==> config.mk <==
export PLATFORM = sky130hd
export DESIGN_NAME = fifo_read_adapter_flat
export DESIGN_NICKNAME = d
export VERILOG_FILES = /design/src/rtl/fifo_pkg.sv /design/src/rtl/fifo_read_adapter_if.sv /design/src/rtl/fifo_read_adapter_skid_buffer2.sv /design/src/rtl/fifo_read_adapter.sv /design/src/flat_wrapper.sv
export SDC_FILE = /design/constraint.sdc
export NUM_CORES = 1
export LEC_CHECK = 0
export ABC_AREA = 0
export ABC_CLOCK_PERIOD_IN_PS = 3500
export CORE_ASPECT_RATIO = 1.25
export CORE_MARGIN = 1.5
export CORE_UTILIZATION = 25
export DETAILED_ROUTE_END_ITERATION = 8
export HOLD_SLACK_MARGIN = 0.12
export PLACE_DENSITY = 0.57
export SLEW_MARGIN = 20
export SYNTH_ARGS = -nofsm -noshare
export SYNTH_HDL_FRONTEND = slang
export SYNTH_SLANG_ARGS = --single-unit
export TNS_END_PERCENT = 50
==> constraint.sdc <==
create_clock -name clk -period 3.5 [get_ports clk]
set_input_delay 0.525 -clock clk [delete_from_list [all_inputs] [get_ports clk]]
set_output_delay 0.525 -clock clk [all_outputs]
set_load 0.005 [all_outputs]
==> src/rtl/fifo_pkg.sv <==
// fifo_pkg: shared constants for the async FIFO read-side path.
//   FIFO_RD_LATENCY  registered read latency of the FIFO (cycles)
//   SKID_DEPTH       entries in the read-side skid buffer
//   OCC_*            occupancy state encoding of the skid buffer
//   DEF_*            default widths for the read adapter
package fifo_pkg;

   localparam int unsigned FIFO_RD_LATENCY = 1;
   localparam int unsigned SKID_DEPTH      = 2;
   localparam int unsigned DEF_DATA_WIDTH  = 32;
   localparam int unsigned DEF_CNT_WIDTH   = 16;

   localparam logic [1:0] OCC_EMPTY = 2'd0;
   localparam logic [1:0] OCC_ONE   = 2'd1;
   localparam logic [1:0] OCC_TWO   = 2'd2;

endpackage

==> src/rtl/fifo_read_adapter_if.sv <==
// fifo_read_adapter_if: FIFO read port plus consumer stream of the read adapter.
//   master : adapter side (drives fifo_ren, out_valid, out_data, occupancy,
//            words_out, parity_err)
//   slave  : environment side (drives fifo_empty, fifo_rdata, out_ready)
interface fifo_read_adapter_if
   import fifo_pkg::*;
#(
   parameter int unsigned DATA_WIDTH = DEF_DATA_WIDTH,
   parameter int unsigned CNT_WIDTH  = DEF_CNT_WIDTH
);

   logic                  fifo_empty;
   logic [DATA_WIDTH:0]   fifo_rdata;
   logic                  fifo_ren;
   logic                  out_ready;
   logic                  out_valid;
   logic [DATA_WIDTH-1:0] out_data;
   logic [1:0]            occupancy;
   logic [CNT_WIDTH-1:0]  words_out;
   logic                  parity_err;

   modport master (
      input  fifo_empty, fifo_rdata, out_ready,
      output fifo_ren, out_valid, out_data, occupancy, words_out, parity_err
   );

   modport slave (
      output fifo_empty, fifo_rdata, out_ready,
      input  fifo_ren, out_valid, out_data, occupancy, words_out, parity_err
   );

endinterface

==> src/rtl/fifo_read_adapter_skid_buffer2.sv <==
// skid_buffer2: 2-entry in-order buffer with 1-bit head/tail pointers.
//   clk, resetn : clock, synchronous active-low reset
//   push, wdata : write wdata into the tail entry
//   pop         : retire the head entry (ignored while empty)
//   rdata       : head entry payload
//   occ, valid  : entries in use (0..2), occ != 0
module skid_buffer2
   import fifo_pkg::*;
#(
   parameter int unsigned DATA_WIDTH = DEF_DATA_WIDTH
) (
   input  logic                  clk,
   input  logic                  resetn,
   input  logic                  push,
   input  logic                  pop,
   input  logic [DATA_WIDTH-1:0] wdata,
   output logic [DATA_WIDTH-1:0] rdata,
   output logic [1:0]            occ,
   output logic                  valid
);

   logic [DATA_WIDTH-1:0] mem_q [SKID_DEPTH];
   logic                  head_q;
   logic                  tail_q;
   logic [1:0]            occ_q;
   logic [1:0]            occ_d;
   logic                  pop_ok;

   assign pop_ok = pop & (occ_q != OCC_EMPTY);

   // Occupancy state register, storage and pointers
   always_ff @(posedge clk) begin
      if (!resetn) begin
         occ_q    <= OCC_EMPTY;
         head_q   <= 1'b0;
         tail_q   <= 1'b0;
         mem_q[0] <= '0;
         mem_q[1] <= '0;
      end else begin
         occ_q <= occ_d;
         if (push) begin
            mem_q[tail_q] <= wdata;
            tail_q        <= ~tail_q;
         end
         if (pop_ok) begin
            head_q <= ~head_q;
         end
      end
   end

   // Occupancy next state; simultaneous push and pop leave it unchanged
   always_comb begin
      occ_d = occ_q;
      case (occ_q)
         OCC_EMPTY: if (push)                occ_d = OCC_ONE;
         OCC_ONE:   if (push && !pop_ok)     occ_d = OCC_TWO;
                    else if (pop_ok && !push) occ_d = OCC_EMPTY;
         OCC_TWO:   if (pop_ok && !push)     occ_d = OCC_ONE;
         default:                            occ_d = OCC_EMPTY;
      endcase
   end

   assign rdata = mem_q[head_q];
   assign occ   = occ_q;
   assign valid = (occ_q != OCC_EMPTY);

   // Credit logic upstream must never push into a full buffer without a pop
   a_no_overflow: assert property (@(posedge clk) disable iff (!resetn)
      !(push && !pop_ok && (occ_q == OCC_TWO)));

endmodule

==> src/rtl/fifo_read_adapter.sv <==
// fifo_read_adapter: read-side stage behind the async FIFO (r_clk domain).
// Issues read enables with credit so at most two words are buffered or in
// flight, absorbs the FIFO's registered read latency, and presents a
// valid/ready stream with a wrapping delivered-word counter.
//   clk, resetn : read clock, synchronous active-low reset (shared with FIFO)
//   bus.master  : fifo_empty/fifo_rdata/fifo_ren, out_ready/out_valid/out_data,
//                 occupancy, words_out, parity_err
// Build option FIFO_RD_PARITY_EN: flag a sticky error on odd parity of the
// full DATA_WIDTH+1 bit FIFO word; otherwise parity_err is tied to 0.
module fifo_read_adapter
   import fifo_pkg::*;
#(
   parameter int unsigned DATA_WIDTH = DEF_DATA_WIDTH,
   parameter int unsigned CNT_WIDTH  = DEF_CNT_WIDTH
) (
   input logic                clk,
   input logic                resetn,
   fifo_read_adapter_if.master bus
);

   logic                  inflight_q;
   logic                  push_c;
   logic                  pop_c;
   logic                  ren_c;
   logic [2:0]            credit_c;
   logic                  skid_valid;
   logic [1:0]            skid_occ;
   logic [DATA_WIDTH-1:0] skid_rdata;
   logic [CNT_WIDTH-1:0]  words_q;
   logic                  perr_q;

   assign push_c = inflight_q;
   assign pop_c  = skid_valid & bus.out_ready;

   // Combinational from out_ready: a pop this cycle frees a slot for a read now
   assign credit_c = 3'(skid_occ) + 3'(inflight_q) - 3'(pop_c);
   assign ren_c    = resetn & ~bus.fifo_empty & (credit_c < 3'(SKID_DEPTH));

   skid_buffer2 #(
      .DATA_WIDTH (DATA_WIDTH)
   ) u_skid (
      .clk    (clk),
      .resetn (resetn),
      .push   (push_c),
      .pop    (pop_c),
      .wdata  (bus.fifo_rdata[DATA_WIDTH-1:0]),
      .rdata  (skid_rdata),
      .occ    (skid_occ),
      .valid  (skid_valid)
   );

   // Read-latency tracker and delivered-word counter
   always_ff @(posedge clk) begin
      if (!resetn) begin
         inflight_q <= 1'b0;
         words_q    <= '0;
      end else begin
         inflight_q <= ren_c;
         if (pop_c) begin
            words_q <= words_q + CNT_WIDTH'(1);
         end
      end
   end

`ifdef FIFO_RD_PARITY_EN
   // Sticky even-parity check over the whole FIFO word; data still delivered
   always_ff @(posedge clk) begin
      if (!resetn) begin
         perr_q <= 1'b0;
      end else if (push_c && (^bus.fifo_rdata)) begin
         perr_q <= 1'b1;
      end
   end
`else
   logic unused_parity_bit;
   assign unused_parity_bit = bus.fifo_rdata[DATA_WIDTH];
   assign perr_q            = 1'b0;
`endif

   assign bus.fifo_ren   = ren_c;
   assign bus.out_valid  = skid_valid;
   assign bus.out_data   = skid_rdata;
   assign bus.occupancy  = skid_occ;
   assign bus.words_out  = words_q;
   assign bus.parity_err = perr_q;

endmodule

==> src/flat_wrapper.sv <==
// flat-port wrapper written by rule: the top's interface ports become plain ports
module fifo_read_adapter_flat import fifo_pkg::*;
#(
   parameter int unsigned DATA_WIDTH = DEF_DATA_WIDTH,
   parameter int unsigned CNT_WIDTH  = DEF_CNT_WIDTH
)
  (clk, resetn, bus_fifo_empty, bus_fifo_rdata, bus_out_ready, bus_fifo_ren, bus_out_valid, bus_out_data, bus_occupancy, bus_words_out, bus_parity_err);
  fifo_read_adapter_if #(.DATA_WIDTH(DATA_WIDTH), .CNT_WIDTH(CNT_WIDTH)) bus_i ();
  input logic clk;
  input logic resetn;
  input wire logic [$bits(bus_i.fifo_empty)-1:0] bus_fifo_empty;
  input wire logic [$bits(bus_i.fifo_rdata)-1:0] bus_fifo_rdata;
  input wire logic [$bits(bus_i.out_ready)-1:0] bus_out_ready;
  output wire logic [$bits(bus_i.fifo_ren)-1:0] bus_fifo_ren;
  output wire logic [$bits(bus_i.out_valid)-1:0] bus_out_valid;
  output wire logic [$bits(bus_i.out_data)-1:0] bus_out_data;
  output wire logic [$bits(bus_i.occupancy)-1:0] bus_occupancy;
  output wire logic [$bits(bus_i.words_out)-1:0] bus_words_out;
  output wire logic [$bits(bus_i.parity_err)-1:0] bus_parity_err;
  assign bus_i.fifo_empty = bus_fifo_empty;
  assign bus_i.fifo_rdata = bus_fifo_rdata;
  assign bus_i.out_ready = bus_out_ready;
  assign bus_fifo_ren = bus_i.fifo_ren;
  assign bus_out_valid = bus_i.out_valid;
  assign bus_out_data = bus_i.out_data;
  assign bus_occupancy = bus_i.occupancy;
  assign bus_words_out = bus_i.words_out;
  assign bus_parity_err = bus_i.parity_err;
  fifo_read_adapter #(.DATA_WIDTH(DATA_WIDTH), .CNT_WIDTH(CNT_WIDTH)) u_core (.clk(clk), .resetn(resetn), .bus(bus_i));
endmodule
# == Word-level counts from Yosys, hierarchy flattened ==
# Memory sizes are Yosys's and may differ from the RTL's. A register that Yosys moved wholly into a read port is not among the register bits.
# Cells that the tools add are included.
# op_classes
addsub,3
order_cmp,1
n_eq_ne,5
muxes,14
n_bitwise,7
reduce_logical,8
# ops
op,n
$mux 32,1
$reduce_or 32->1,1
$add 16x1->16 const B,1
$mux 1,8
$mux 2,4
$pmux 2 s3,1
$and 1x1->1,4
$add 2x1->3,1
$lt 3x2->1 const B,1
$ne 3x3->1 const B,1
$not 1->1,3
$reduce_and 3->1,1
$sub 3x1->3,1
$eq 2x1->1 const B,1
$eq 2x2->1 const B,1
$logic_and 1x1->1,2
$logic_not 1->1,2
$logic_not 2->1,1
$ne 2x1->1 const B,1
$ne 2x2->1 const B,1
$reduce_bool 2->1,1
# word_totals
reg_bits,21
ramBits,64
wordCells,44
n_memories,1
# mem_list
memory,words,word_bits,read_ports,rd_ports_with_merged_regs,wr,line,text
u_core.u_skid.mem_q,2,32,1,1,2,fifo_read_adapter_skid_buffer2.sv:22,logic [DATA_WIDTH-1:0] mem_q [SKID_DEPTH];

# == Depth between registers and ports, before layout ==
# logic_depth
depth_word,7
depth_mapped,9

# == Modules after synthesis ==
# Synthesis repeated with hierarchy kept, for this count alone.
# unflattened
cells_unflattened,323
hier_area_um2,3792.4
# by_module_without_submodules
mod,n_inst,cells_per_inst,area_per_inst_um2
skid_buffer2,1,232,2987.9
fifo_read_adapter,1,91,804.5

# == Worst setup path before layout ==
# OpenSTA, ideal clock, no wires.
# synth_path
path_kind,reg2reg
startpoint,register u_core.inflight_q
endpoint,memory u_core.u_skid.mem_q[0][0] (netlist bit) (enable)
setup_ps,466
t_arrival_ps,2764
t_required_ps,3034
path_slack_ps,270
stages_incl_launch_ff,3
path_cell_list,dfxtp_1 > inv_1 > o21ai_0
# synth_lines
item,line,text
from (decl),fifo_read_adapter.sv:21,logic inflight_q;
from (signal assigned),fifo_read_adapter.sv:58,inflight_q <= ren_c;
to (decl),fifo_read_adapter_skid_buffer2.sv:22,

# == Worst setup path in the final report ==
# layout_path
startpoint,"register u_core.u_skid.occ_q[0], in the netlist u_core.u_skid.occ[0]"
endpoint,output port bus_fifo_ren
# layout_via
elab_chain_cells,5
elab_cells_between_ends,6
classes_between,add/sub: 2; order compare: 1; bitwise: 2; reduce/logical: 1
# layout_lines
item,line,text
from (decl),fifo_read_adapter_skid_buffer2.sv:25,logic [1:0] occ_q;
from (signal assigned),fifo_read_adapter_skid_buffer2.sv:34,occ_q <= OCC_EMPTY;
from (signal assigned),fifo_read_adapter_skid_buffer2.sv:40,occ_q <= occ_d;
branches (longest 2 deep; another with $add 2x1->3),-,
$sub 3x1->3 *,fifo_read_adapter.sv:36,assign credit_c = 3'(skid_occ) + 3'(inflight_q) - 3'(pop_c);
$lt 3x2->1 *,fifo_read_adapter.sv:37,assign ren_c = resetn & ~bus.fifo_empty & (credit_c < 3'(SKID_DEPTH));
$and 1x1->1 *,fifo_read_adapter.sv:37,
to (decl),flat_wrapper.sv:14,output wire logic [$bits(bus_i.fifo_ren)-1:0] bus_fifo_ren;
# Every way passes the cells marked *.

==> out/metrics.yaml <==
status: "complete, no violations"
place.gp.congestion: 0.730
start_util_pct: 25.7
worst_pin_slew_ns: 0.502
fin_setup_tns_ns: 0
ys_seq_elements: 86
dp_slack_ns: 0.0575
die_x_um: 114
hpwl_um: 5270
worstHoldStart: "u_core.bus.words_out[15]"
yosys_warnings: 0
hold_path_class: "reg2reg"
fin_nets: 425
wl_per_cell_um: 14.6
power_switching_uw: 514
synth.largest_area_cell: "edfxtp_1"
dr.max_layer_used: "met4"
netSwitchingFraction_pct: 21.0
ir_drop_mv: 0.149
first_iter_violations: 97
met3_length_um: 559
cts_buffer_depth: 2
critPathMaxFanout: 9
cts_setup_buffers: 0
finish.instance_area_mm2: 0.00526
syn_inst: 293
endpoint_kind: "output pin"
p_seq_share_pct: 48.8
slew_headroom_pct: 66.5
syn2layout_area_growth_pct: 36.4
drc: 0
startpoint: "u_core.u_skid.occ[0]"
core_mm2: 0.0150
cts_buffers: 9
synth.avg_cell_area_um2: 13.2
synth_fp_nets: 335
root_buffer: "clkbuf_16"
die_y_um: 142
synthTopCellsByArea: "edfxtp_1 (50%), and2_1 (12%), dfxtp_1 (11%)"
cp_data_required_time_ns: 2.97
drv_cap: 0
grt_max_degree: 33
slew_viol_final: 0
combPwrFrac_pct: 13.0
yosysSeqAreaShare_pct: 61.3
clk_latency_ns: 0.33
vias: 2483
io_buffers: 87
fin_crit_ns: 3.27
wl_met1_um: 3520
clock_power_share_pct: 38.2
cts_tree: "built"
dr.pass1.iters: 4
met2_length_um: 4150
grt_pass1_vias: 2630
dpl_cell_area_mm2: 0.00496
p_per_area_mw_per_mm2: 465
synth_common_cells: "and2_1 (76), edfxtp_1 (64), mux2_2 (30)"
r2r_start: "u_core.u_skid.occ[0]"
finalSetupViolCount: 0
ioPinCount: 90
p_total_mw: 2.45
path_clk_slew_ns: 0.06
critPathKind: "reg2out"
hold_violations: 0
synth_edf_count: 64
period_share_pct: 93.5
fmax_mhz: 306
synth.distinct_cells: 36
grt_pass1_wl_um: 13600
rsz0062_at_grt: "no"
diodes: 0
crit_arrival_ns: 2.75
p_int_mw: 1.93
postSynth.asyncResetShare_pct: 0
crit_path_start_kind: "flop"
dieArea_mm2: 0.0162
h-tree-depth: 3
synth_most_common_cell: "and2_1"
setup_ws_ns: 0.227
yosys.area.top_type_share_pct: 49.9
antenna_found_initial: 0
final-seq-area_mm2: 0.00236
cts_sinks: 86
ant_nets: 0
multi_input_area_mm2: 0.00144
synthFlopType: "edfxtp_1"
routed_wl_um: 8330
syn_area_mm2: 0.00385
viasPerCell: 4.36
num_rows: 50
grt_use_total_pct: 11.0
fin_skew_ns: 0.00439
gr-total-overflow: 0
nFillCells: 1517
drive_gt1_share_pct: 16.0
cellLeakagePower_nw: 1.98
## timing repair
item | 4_1_cts | 5_1_grt
hold buffers | 0 | 0
gates resized for setup | 0 | 4
endpoints found under the setup margin | 0 | 1
## layout make-up
class	count	share of cell area [%]
multi-input combinational	189	27.4
sequential	86	45.0
tap	182	4.33
clock inverter	2	0.666
timing repair buffer	94	17.6
clock buffer	14	4.83
inverter	3	0.214
## worst max-delay path: stages (launching register included)
cell and delay [ns]:
dfxtp_2 0.36, or2_1 0.28, nand2_2 0.11, ha_1 0.23, nand2b_1 0.15, fa_1 0.49, nand2_1 0.09, nor3_2 0.18
clkdlybuf4s50_1 0.53
## per-stage QoR
stage               hold WS [ns]  cells  util (%)
CTS                        0.481    570      34.9
global route               0.499    570      35.0
finish                     0.475    570      35.0
floorplan                  0.462    293         -
detailed placement         0.468    554      33.0
global placement           0.460    554      33.0
## cells by family after synthesis
kind of cell | share of synthesized area (%)
adder cells (fa/ha/maj) | 1.82
flip-flops | 61.3
AO/OA/AOI/OAI | 1.95
other | 0.0973
multiplexers | 10.9
XOR/XNOR | 2.50
buffers and inverters | 1.98
AND/OR/NAND/NOR | 19.4
## flip-flops by register name (all words and copies together), names as in the netlist, named ones only
signal	count
u_core.inflight_q	1
u_core.u_skid.tail_q	1
u_core.bus.words_out	16
u_core.u_skid.head_q	1
u_core.u_skid.occ	2
u_core.u_skid.mem_q	64
## placed cells by master (no fill, tap or decap), drive strengths merged, types with 2 or more instances in the layout
master	synthesis	layout
a21boi	4	4
and2	76	76
and3	2	2
and4	2	2
buf	5	7
clkbuf	10	14
clkdlybuf4s50	0	86
dfxtp	22	22
edfxtp	64	64
ha	4	4
inv	3	3
mux2	32	32
mux2i	6	6
nand2	17	17
nand2b	7	7
nand3	3	3
nand4	4	4
nor3	5	5
o21ai	4	4
or3	2	2
xnor2	6	6
xor2	5	5
## power groups by stage
stage	sequential (mW)	clock, mW	combinational [mW]
floorplan	1.20	0	0.141
global placement	1.21	0	0.320
detailed placement	1.21	0	0.322
CTS	1.19	0.974	0.326
global route	1.20	1.01	0.352
finish	1.19	0.934	0.319
## worst paths after layout
path / end / slack [ns] / depth (start not counted)
setup reg to reg: u_core.inflight_q / 1.55 / 7
setup / recovery: bus_fifo_ren / 0.23 / 8
hold / removal: u_core.bus.words_out[15] / 0.47 / 2
hold reg to reg: u_core.bus.words_out[15] / 0.47 / 2
## per-layer routing
metal	GRT usage, %	vias to the layer above
li1	-	1192
met1	13.3	1214
met2	18.1	69
met3	4.19	8
met4	3.75	0
met5	0	-
Note: power is estimated with default switching activity, not from simulation.
